[config.mk]
export PLATFORM = sky130hd
export DESIGN_NAME = dcache_lru_ctrl
export DESIGN_NICKNAME = d
export VERILOG_FILES = /design/src/rtl/dcache_lru_ctrl.sv
export SDC_FILE = /design/constraint.sdc
export NUM_CORES = 2
export LEC_CHECK = 0
export BUFFER_PORTS_ARGS = -buffer_cell sky130_fd_sc_hd__buf_2
export CORE_ASPECT_RATIO = 0.5
export CORE_MARGIN = 10
export CORE_UTILIZATION = 25
export CTS_CLUSTER_SIZE = 14
export DETAILED_ROUTE_END_ITERATION = 8
export PLACE_DENSITY = 0.39
export SLEW_MARGIN = 10
export SYNTH_ARGS = -nofsm -noshare
export SYNTH_HDL_FRONTEND = slang
export SYNTH_SLANG_ARGS = --single-unit
[constraint.sdc]
create_clock -name clk_i -period 49.9 [get_ports clk_i]
set_clock_uncertainty 0.05 [all_clocks]
set_input_delay 9.98 -clock clk_i [delete_from_list [all_inputs] [get_ports clk_i]]
set_output_delay 9.98 -clock clk_i [all_outputs]
set_load 0.02 [all_outputs]
[src/rtl/dcache_lru_ctrl.sv]
// Two-way, 16-set write-back data cache controller with one LRU bit per set.
// Tags and state bits live here; line data lives in an external SRAM.
module dcache_lru_ctrl (
    input  logic         clk_i,
    input  logic         rst_i,
    input  logic         cpu_req_i,
    input  logic         cpu_write_i,
    input  logic [31:0]  cpu_addr_i,
    input  logic [31:0]  cpu_data_i,
    output logic [31:0]  cpu_data_o,
    output logic         cpu_stall_o,
    output logic [3:0]   sram_idx_o,
    output logic         sram_way_o,
    output logic         sram_we_o,
    output logic [255:0] sram_wdata_o,
    input  logic [255:0] sram_rdata_i,
    output logic         mem_req_o,
    output logic         mem_write_o,
    output logic [31:0]  mem_addr_o,
    output logic [255:0] mem_data_o,
    input  logic [255:0] mem_data_i,
    input  logic         mem_ack_i
);

    typedef enum logic [1:0] {IDLE, WRITEBACK, REFILL, UPDATE} state_t;

    function automatic logic [31:0] get_word(input logic [255:0] line, input logic [2:0] w);
        logic [7:0][31:0] v;
        v = line;
        return v[w];
    endfunction

    function automatic logic [255:0] put_word(input logic [255:0] line, input logic [2:0] w,
                                              input logic [31:0] d);
        logic [7:0][31:0] v;
        v    = line;
        v[w] = d;
        return v;
    endfunction

    state_t state_q, state_d;

    logic [1:0][15:0][22:0] tag_q;
    logic [1:0][15:0]       valid_q, dirty_q;
    logic [15:0]            lru_q;

    logic [31:2] addr_q;
    logic        write_q;
    logic [31:0] data_q;
    logic        victim_q;

    logic [3:0]  idx, idx_q;
    logic [22:0] tag;
    logic [2:0]  word;
    logic        hit0, hit1, hit, hit_way, victim_sel;
    logic        hit_upd, latch, fill, upd_lru;
    logic        unused_bits;

    assign idx         = cpu_addr_i[8:5];
    assign tag         = cpu_addr_i[31:9];
    assign word        = cpu_addr_i[4:2];
    assign idx_q       = addr_q[8:5];
    assign unused_bits = ^cpu_addr_i[1:0];

    assign hit0    = valid_q[0][idx] && (tag_q[0][idx] == tag);
    assign hit1    = valid_q[1][idx] && (tag_q[1][idx] == tag);
    assign hit     = hit0 || hit1;
    assign hit_way = ~hit0;
    // Fill empty ways in order before evicting anything.
    assign victim_sel = !valid_q[0][idx] ? 1'b0 : (!valid_q[1][idx] ? 1'b1 : lru_q[idx]);

    always_ff @(posedge clk_i or posedge rst_i) begin
        if (rst_i) begin
            state_q  <= IDLE;
            tag_q    <= '0;
            valid_q  <= '0;
            dirty_q  <= '0;
            lru_q    <= '0;
            addr_q   <= '0;
            write_q  <= 1'b0;
            data_q   <= '0;
            victim_q <= 1'b0;
        end else begin
            state_q <= state_d;
            if (hit_upd) begin
                lru_q[idx] <= ~hit_way;
                if (cpu_write_i) dirty_q[hit_way][idx] <= 1'b1;
            end
            if (latch) begin
                addr_q   <= cpu_addr_i[31:2];
                write_q  <= cpu_write_i;
                data_q   <= cpu_data_i;
                victim_q <= victim_sel;
            end
            if (fill) begin
                tag_q[victim_q][idx_q]   <= addr_q[31:9];
                valid_q[victim_q][idx_q] <= 1'b1;
                dirty_q[victim_q][idx_q] <= write_q;
            end
            if (upd_lru) lru_q[idx_q] <= ~victim_q;
        end
    end

    always_comb begin
        state_d      = state_q;
        cpu_data_o   = '0;
        cpu_stall_o  = 1'b0;
        sram_idx_o   = '0;
        sram_way_o   = 1'b0;
        sram_we_o    = 1'b0;
        sram_wdata_o = '0;
        mem_req_o    = 1'b0;
        mem_write_o  = 1'b0;
        mem_addr_o   = '0;
        mem_data_o   = '0;
        hit_upd      = 1'b0;
        latch        = 1'b0;
        fill         = 1'b0;
        upd_lru      = 1'b0;
        case (state_q)
            IDLE: begin
                sram_idx_o = idx;
                sram_way_o = hit ? hit_way : victim_sel;
                if (cpu_req_i) begin
                    if (hit) begin
                        hit_upd    = 1'b1;
                        cpu_data_o = get_word(sram_rdata_i, word);
                        if (cpu_write_i) begin
                            sram_we_o    = 1'b1;
                            sram_wdata_o = put_word(sram_rdata_i, word, cpu_data_i);
                        end
                    end else begin
                        cpu_stall_o = 1'b1;
                        latch       = 1'b1;
                        state_d     = (valid_q[victim_sel][idx] && dirty_q[victim_sel][idx])
                                      ? WRITEBACK : REFILL;
                    end
                end
            end
            WRITEBACK: begin
                sram_idx_o  = idx_q;
                sram_way_o  = victim_q;
                cpu_stall_o = 1'b1;
                mem_req_o   = 1'b1;
                mem_write_o = 1'b1;
                mem_addr_o  = {tag_q[victim_q][idx_q], idx_q, 5'b0};
                mem_data_o  = sram_rdata_i;
                if (mem_ack_i) state_d = REFILL;
            end
            REFILL: begin
                sram_idx_o  = idx_q;
                sram_way_o  = victim_q;
                cpu_stall_o = 1'b1;
                mem_req_o   = 1'b1;
                mem_addr_o  = {addr_q[31:9], idx_q, 5'b0};
                if (mem_ack_i) begin
                    sram_we_o    = 1'b1;
                    sram_wdata_o = write_q ? put_word(mem_data_i, addr_q[4:2], data_q) : mem_data_i;
                    fill         = 1'b1;
                    state_d      = UPDATE;
                end
            end
            UPDATE: begin
                // Line was written last cycle; read it back to return the requested word.
                sram_idx_o = idx_q;
                sram_way_o = victim_q;
                cpu_data_o = get_word(sram_rdata_i, addr_q[4:2]);
                upd_lru    = 1'b1;
                state_d    = IDLE;
            end
            default: state_d = IDLE;
        endcase
        if (rst_i) begin
            cpu_data_o   = '0;
            cpu_stall_o  = 1'b0;
            sram_idx_o   = '0;
            sram_way_o   = 1'b0;
            sram_we_o    = 1'b0;
            sram_wdata_o = '0;
            mem_req_o    = 1'b0;
            mem_write_o  = 1'b0;
            mem_addr_o   = '0;
            mem_data_o   = '0;
        end
    end

endmodule

* Yosys cells after proc, flatten, opt, wreduce, memory -nomap -nowiden
Cells that the tools add are included.
** Word-level totals
- Bits in registers :: 882
- Input port bits :: 581
- Output and inout port bits :: 585
- Word-level logic and storage cells :: 183
** Operators by class
- Bitwise operators :: 4
- Equal/unequal tests :: 9
- Mux-type cells :: 101
- Reduce and logical (&&, ||, !) cells :: 14
- Magnitude comparators :: 13
** Operators with widths (count)
- $mux 256 :: 8
- $mux 368 :: 3
- $bwmux 736 :: 1
- $bwmux 256 :: 2
- $pmux 256 s2 :: 1
- $demux 368 s1 :: 1
- $mux 32 :: 11
- $bmux 23 s4 :: 3
- $bmux 32 s3 :: 2
- $demux 32 s3 :: 2
- $mux 16 :: 8
- $pmux 32 s2 :: 2
- $demux 23 s4 :: 1
- $mux 23 :: 4
- $or 32x32->32 :: 2
- $eq 23x23->1 :: 2
- $bwmux 16 :: 2
- $bwmux 32 :: 1
- $demux 16 s1 :: 2
- $mux 1 :: 29
- $bmux 1 s4 :: 5
- $lt 4x5->1 const B :: 2
- $mux 2 :: 5
- $logic_and 1x1->1 :: 9
- 19 further kinds :: 33

* Logic depth before layout (Yosys ltp)
- Word-level depth :: 14
- Gate-level depth with buffers :: 18
- Depth with buffers taken out :: 9

* Worst setup path before layout
No wires, ideal clock.
- Path kind :: input to output
- From :: input port rst_i
- To :: output port mem_addr_o[10]
- Path buffers :: 1
- Required time :: 39.870 ns
- Stages on the path :: 4
- Slack :: 7.608 ns
- Arrival time :: 32.263 ns
- Cells stage by stage :: clkbuf_1 inv_1 nand2_1 nor2_1
** Between the ends
- Longest elaborated chain between the ends :: 1
** RTL lines
- from (decl) :: line 5 : input logic rst_i,
- $mux 32 :: line 173 : if (rst_i) begin
- to (decl) :: line 19 : output logic [31:0] mem_addr_o,
No other way between the ends.

* Final worst setup path
- From :: input port cpu_addr_i[5]
- To :: output port sram_wdata_o[231]
** Between the ends
- Longest elaborated chain between the ends :: 9
- Elaborated cells between the ends (all ways) :: 17
- Classes of those cells :: eq/ne (2); mux (12); reduce/logical (3)
** RTL lines
- from (decl) :: line 8 : input logic [31:0] cpu_addr_i,
- $bmux 23 s4 (on tied branches) :: line 65, 66
- $mux 23 (on tied branches) :: line 65, 66
- $eq 23x23->1 (on tied branches) :: line 65, 66
- $logic_and 1x1->1 (on tied branches) :: line 65, 66
- $logic_or 1x1->1 * :: line 67 : assign hit = hit0 || hit1;
- $mux 256 * :: line 125 : if (hit) begin
- $mux 256 * :: line 124 : if (cpu_req_i) begin
- $pmux 256 s2 * :: line 120 : case (state_q)
- $mux 256 * :: line 173
- to (decl) :: line 15 : output logic [255:0] sram_wdata_o,
Every way passes the cells marked *; elsewhere a longest branch is shown, timed or not. The select of a mux whose other input is x is not followed.

==> flow_summary.rst <==
.. list-table::
   :header-rows: 1

   * - Metric
     - Value
   * - Initial cell density of the core
     - around 25%
   * - Number of global-route vias before repair
     - ~53k
   * - Mapped cell area
     - slightly above 60,000 um^2
   * - Post-route minimum period
     - 28.01 ns
   * - CTS sink count
     - 882
   * - Number of standard cells in the final layout excluding fillers
     - 9,327
   * - Hold Fails Final Rpt
     - 0
   * - Setup repair after global routing missed its margin
     - no
   * - Maximum fanout count along the critical path
     - 68
   * - CP Data Arrival Time
     - 17.98 ns
   * - Number of endpoints failing setup at the final stage
     - 0
   * - Die Y-Extent
     - 368 um
   * - Placed cell area
     - roughly 70,000 um^2
   * - CP Class
     - in -> out
   * - Worst slew slack as a fraction of its limit
     - -2.08%
   * - Highest achievable clock rate
     - between 0.03 and 0.04 GHz
   * - Critical path endpoint category
     - output port
   * - Post-synthesis register bit count
     - 882
   * - Proportion of synthesized chip area in sequential cells
     - 36.4%
   * - Final design instance area without fill
     - 72,800 um^2
   * - Die width
     - 717 um
   * - Level count of the clock H-tree
     - 3
   * - Startpoint type of the worst setup path
     - primary input
   * - Minimum hold slack
     - 0.416 ns
   * - Outcome
     - finished, violations left
   * - End-of-flow core utilization
     - 30.2%
   * - Port Buf Inserts
     - 1,158
   * - Async set-or-reset flop fraction in the synthesized netlist
     - 100%
   * - Estimated wirelength of the detail-placed design
     - ~330,000 um
   * - Pwr Density
     - 50.2 nW/um^2
   * - Largest net degree at the start of global routing
     - about 130
   * - Number of unique standard cell types used by synthesis
     - 78
   * - Cell count after placement
     - 9,089
   * - Post-cts sizing count
     - 0
   * - Switching part of the total
     - 44.0%
   * - Overflow left after global routing
     - 0
   * - Post-route setup TNS
     - 0 ns
   * - Fraction of layout cells with a size suffix above 1
     - a little under half
   * - Ys Warns
     - 0
   * - Slew Limit Fails
     - 3
   * - Worst-case clock buffer depth
     - 3
   * - Worst Hold Class
     - reg -> reg
   * - Sequential group share of total power
     - 35.0%
   * - Number of buffers inserted during clock tree synthesis
     - 94
   * - Remaining antenna violation count
     - 0
   * - Switching power total
     - 1.61 mW
   * - Minimum setup slack after placement
     - around 22 ns
   * - Power consumption
     - 3.66 mW
   * - Final critical-path setup slack
     - between 20 and 25 ns
   * - Number of iterations in the first detailed-routing pass
     - 6
   * - Share of power burned in the clock network
     - 20.1%
   * - Clock latency reported for the late side of the worst-skew pair
     - 0.76 ns
   * - Worst-case vdd ir drop
     - 0.0000286 V
   * - Area of the die
     - 264,000 um^2
   * - Hold bufs inserted after CTS
     - 0
   * - Internal
     - 2.05 mW
   * - Gate count after technology mapping
     - 5,170
   * - Weighted congestion reported at the end of routability-driven placement
     - 1.05
   * - Vias per Instance
     - about 6.0
   * - Count of routing violations after the opening detailed-route iteration
     - roughly 7.8k
   * - Slew @ Worst Pin
     - roughly 1.5 ns
   * - Number of nets in the layout
     - 6,546
   * - Cell at the root of the clock tree
     - sky130_fd_sc_hd__clkbuf_16
   * - Dominant synthesized flop cell
     - sky130_fd_sc_hd__dfrtp_1
   * - WL/cell
     - 47.8 um
   * - Number of enable flip-flop cells after synthesis
     - 0
   * - Tcrit/Tclk final
     - 56.1%
   * - CTS tree
     - yes
   * - Combinational group share of total power
     - ~45%
   * - Global-route wire length before repair
     - 573,000 um
   * - Standard cell core area
     - 241,000 um^2
   * - DRC errors left
     - 0
   * - Via total after detailed routing
     - ~56k
   * - Avg Synthesized Cell Area
     - 11.7 um^2
   * - FP Rows
     - 127
   * - Violations in the final reports
     - max-capacitance violations, max-slew violations
   * - Static power due to leakage
     - 34.6 nW
   * - Clock transition at path regs
     - 0.06 ns
   * - Number of violations of the max-capacitance limit
     - 2
   * - Drt total wl
     - 446,000 um
   * - Worst endpoint required time
     - 39.87 ns
   * - Number of placed I/O pins
     - 1,166
   * - Global-route usage over all layers
     - around 32%
   * - Area growth from synthesis to final layout
     - 19.9%
   * - Count of buffers added by post-CTS timing repair for setup
     - 0
   * - Number of antenna violations at the first check in global routing
     - 247
## final timing paths
check,startpoint,endpoint,slack [ns],cells past startpoint
max,cpu_addr_i[5],sram_wdata_o[231],21.89,16
min,valid_q[9]$_DFFE_PP0P_,valid_q[9]$_DFFE_PP0P_,0.42,1
max reg2reg,tag_q[224]$_DFFE_PP0P_,addr_q[19]$_DFFE_PP0P_,43.32,11
min reg2reg,valid_q[9]$_DFFE_PP0P_,valid_q[9]$_DFFE_PP0P_,0.42,1
max in group asynchronous,rst_i,tag_q[578]$_DFFE_PP0P_,36.63,6
min in group asynchronous,rst_i,data_q[26]$_DFFE_PP0P_,9.35,2
## synth_stat cells, drive strengths merged, types with 7 or more instances
library cell | number | area, um^2
buf | 219 | 1180
a221o | 8 | 80.1
o21ai | 46 | 230
xor2 | 17 | 149
a211oi | 19 | 143
nand3 | 25 | 130
mux2i | 732 | 7330
a31oi | 24 | 150
nor4 | 50 | 319
nand2b | 37 | 231
a22o | 21 | 184
clkbuf | 403 | 1510
a221oi | 16 | 146
o32ai | 7 | 61.3
inv | 24 | 90.1
mux2 | 850 | 9570
mux4 | 385 | 8670
nor2 | 153 | 584
nand4 | 32 | 200
o31ai | 7 | 52.6
nor3 | 23 | 120
and2 | 277 | 1730
a21oi | 105 | 537
xnor2 | 33 | 289
o211ai | 43 | 323
o22ai | 422 | 2640
o2111ai | 12 | 111
nor2b | 14 | 90.1
dfrtp | 882 | 22100
or2 | 15 | 93.8
a22oi | 75 | 563
nand2 | 119 | 449
## power by group through the flow
stage          Combinational [mW]  Clock, mW  Sequential, mW
2_1_floorplan                1.16          0            1.06
3_3_place_gp                 1.61          0            1.27
3_5_place_dp                 1.63          0            1.28
4_1_cts                      1.64      0.753            1.27
5_1_grt                      1.70      0.782            1.31
6_report                     1.64      0.736            1.28
## kinds of logic (layout without fill, tap and decap cells)
group / after synthesis / count (layout) / share of synthesized area, %
muxes: 1967 / 1967 / 42.1
buffers and inverters: 646 / 1496 / 4.59
AOI/OAI and AO/OA: 846 / 846 / 9.20
and+or+nand+nor: 773 / 773 / 6.88
adders and majority gates: 5 / 5 / 0.103
DFF: 882 / 882 / 36.4
xor gates and xnor gates: 50 / 50 / 0.722
other: 1 / 83 / 0.00618
## layer usage
layer	track usage [%]	vias up	share of wire [%]
li1	-	21459	-
met4	9.79	50	3.5
met3	6.51	682	8.1
met1	45.5	29944	44
met2	49.4	3425	44
met5	0	-	0.073
## worst max-delay path, stage by stage
cell and delay [ns]:
sky130_fd_sc_hd__buf_8 0.54, sky130_fd_sc_hd__buf_4 0.83, sky130_fd_sc_hd__buf_4 0.67, sky130_fd_sc_hd__and2_1 0.40, sky130_fd_sc_hd__buf_4 0.40, sky130_fd_sc_hd__a221oi_1 0.18, sky130_fd_sc_hd__xnor2_1 0.42, sky130_fd_sc_hd__nand4_1 0.18
sky130_fd_sc_hd__o22ai_1 0.42, sky130_fd_sc_hd__and4_4 0.61, sky130_fd_sc_hd__o2111ai_4 0.16, sky130_fd_sc_hd__buf_4 0.40, sky130_fd_sc_hd__buf_4 0.49, sky130_fd_sc_hd__buf_4 0.50, sky130_fd_sc_hd__o22ai_1 1.11, sky130_fd_sc_hd__buf_2 0.34
## registers in the layout, indices dropped and copies added (netlist names)
register  flops
valid_q      32
data_q       32
dirty_q      32
write_q       1
tag_q       736
lru_q        16
victim_q      1
state_q       2
addr_q       30
## layout by cell type (no fill, tap or decap), types with 46 or more instances in the layout
master and instances:
sky130_fd_sc_hd__clkbuf_16 94, sky130_fd_sc_hd__a21oi_1 104, sky130_fd_sc_hd__buf_4 154, sky130_fd_sc_hd__nor2_1 144, sky130_fd_sc_hd__mux4_2 385, sky130_fd_sc_hd__dfrtp_1 873
sky130_fd_sc_hd__diode_2 78, sky130_fd_sc_hd__nor4_1 49, sky130_fd_sc_hd__and2_1 273, sky130_fd_sc_hd__nand2_1 93, sky130_fd_sc_hd__o22ai_1 417, sky130_fd_sc_hd__mux2_1 49
sky130_fd_sc_hd__mux2_2 801, sky130_fd_sc_hd__buf_2 1154, sky130_fd_sc_hd__o21ai_0 46, sky130_fd_sc_hd__a22oi_1 75, sky130_fd_sc_hd__mux2i_1 732
## layout make-up
type | instances | area [um^2]
fillers | 24912 | 168000
multi-input cells | 3646 | 36300
flip-flops and latches | 882 | 22100
repair buffers | 1312 | 7000
well taps | 3225 | 4040
clock buffers | 135 | 2680
clock inverters | 25 | 362
diodes | 78 | 195
inverters | 24 | 97.6
Note: power is estimated with default switching activity, not from simulation.
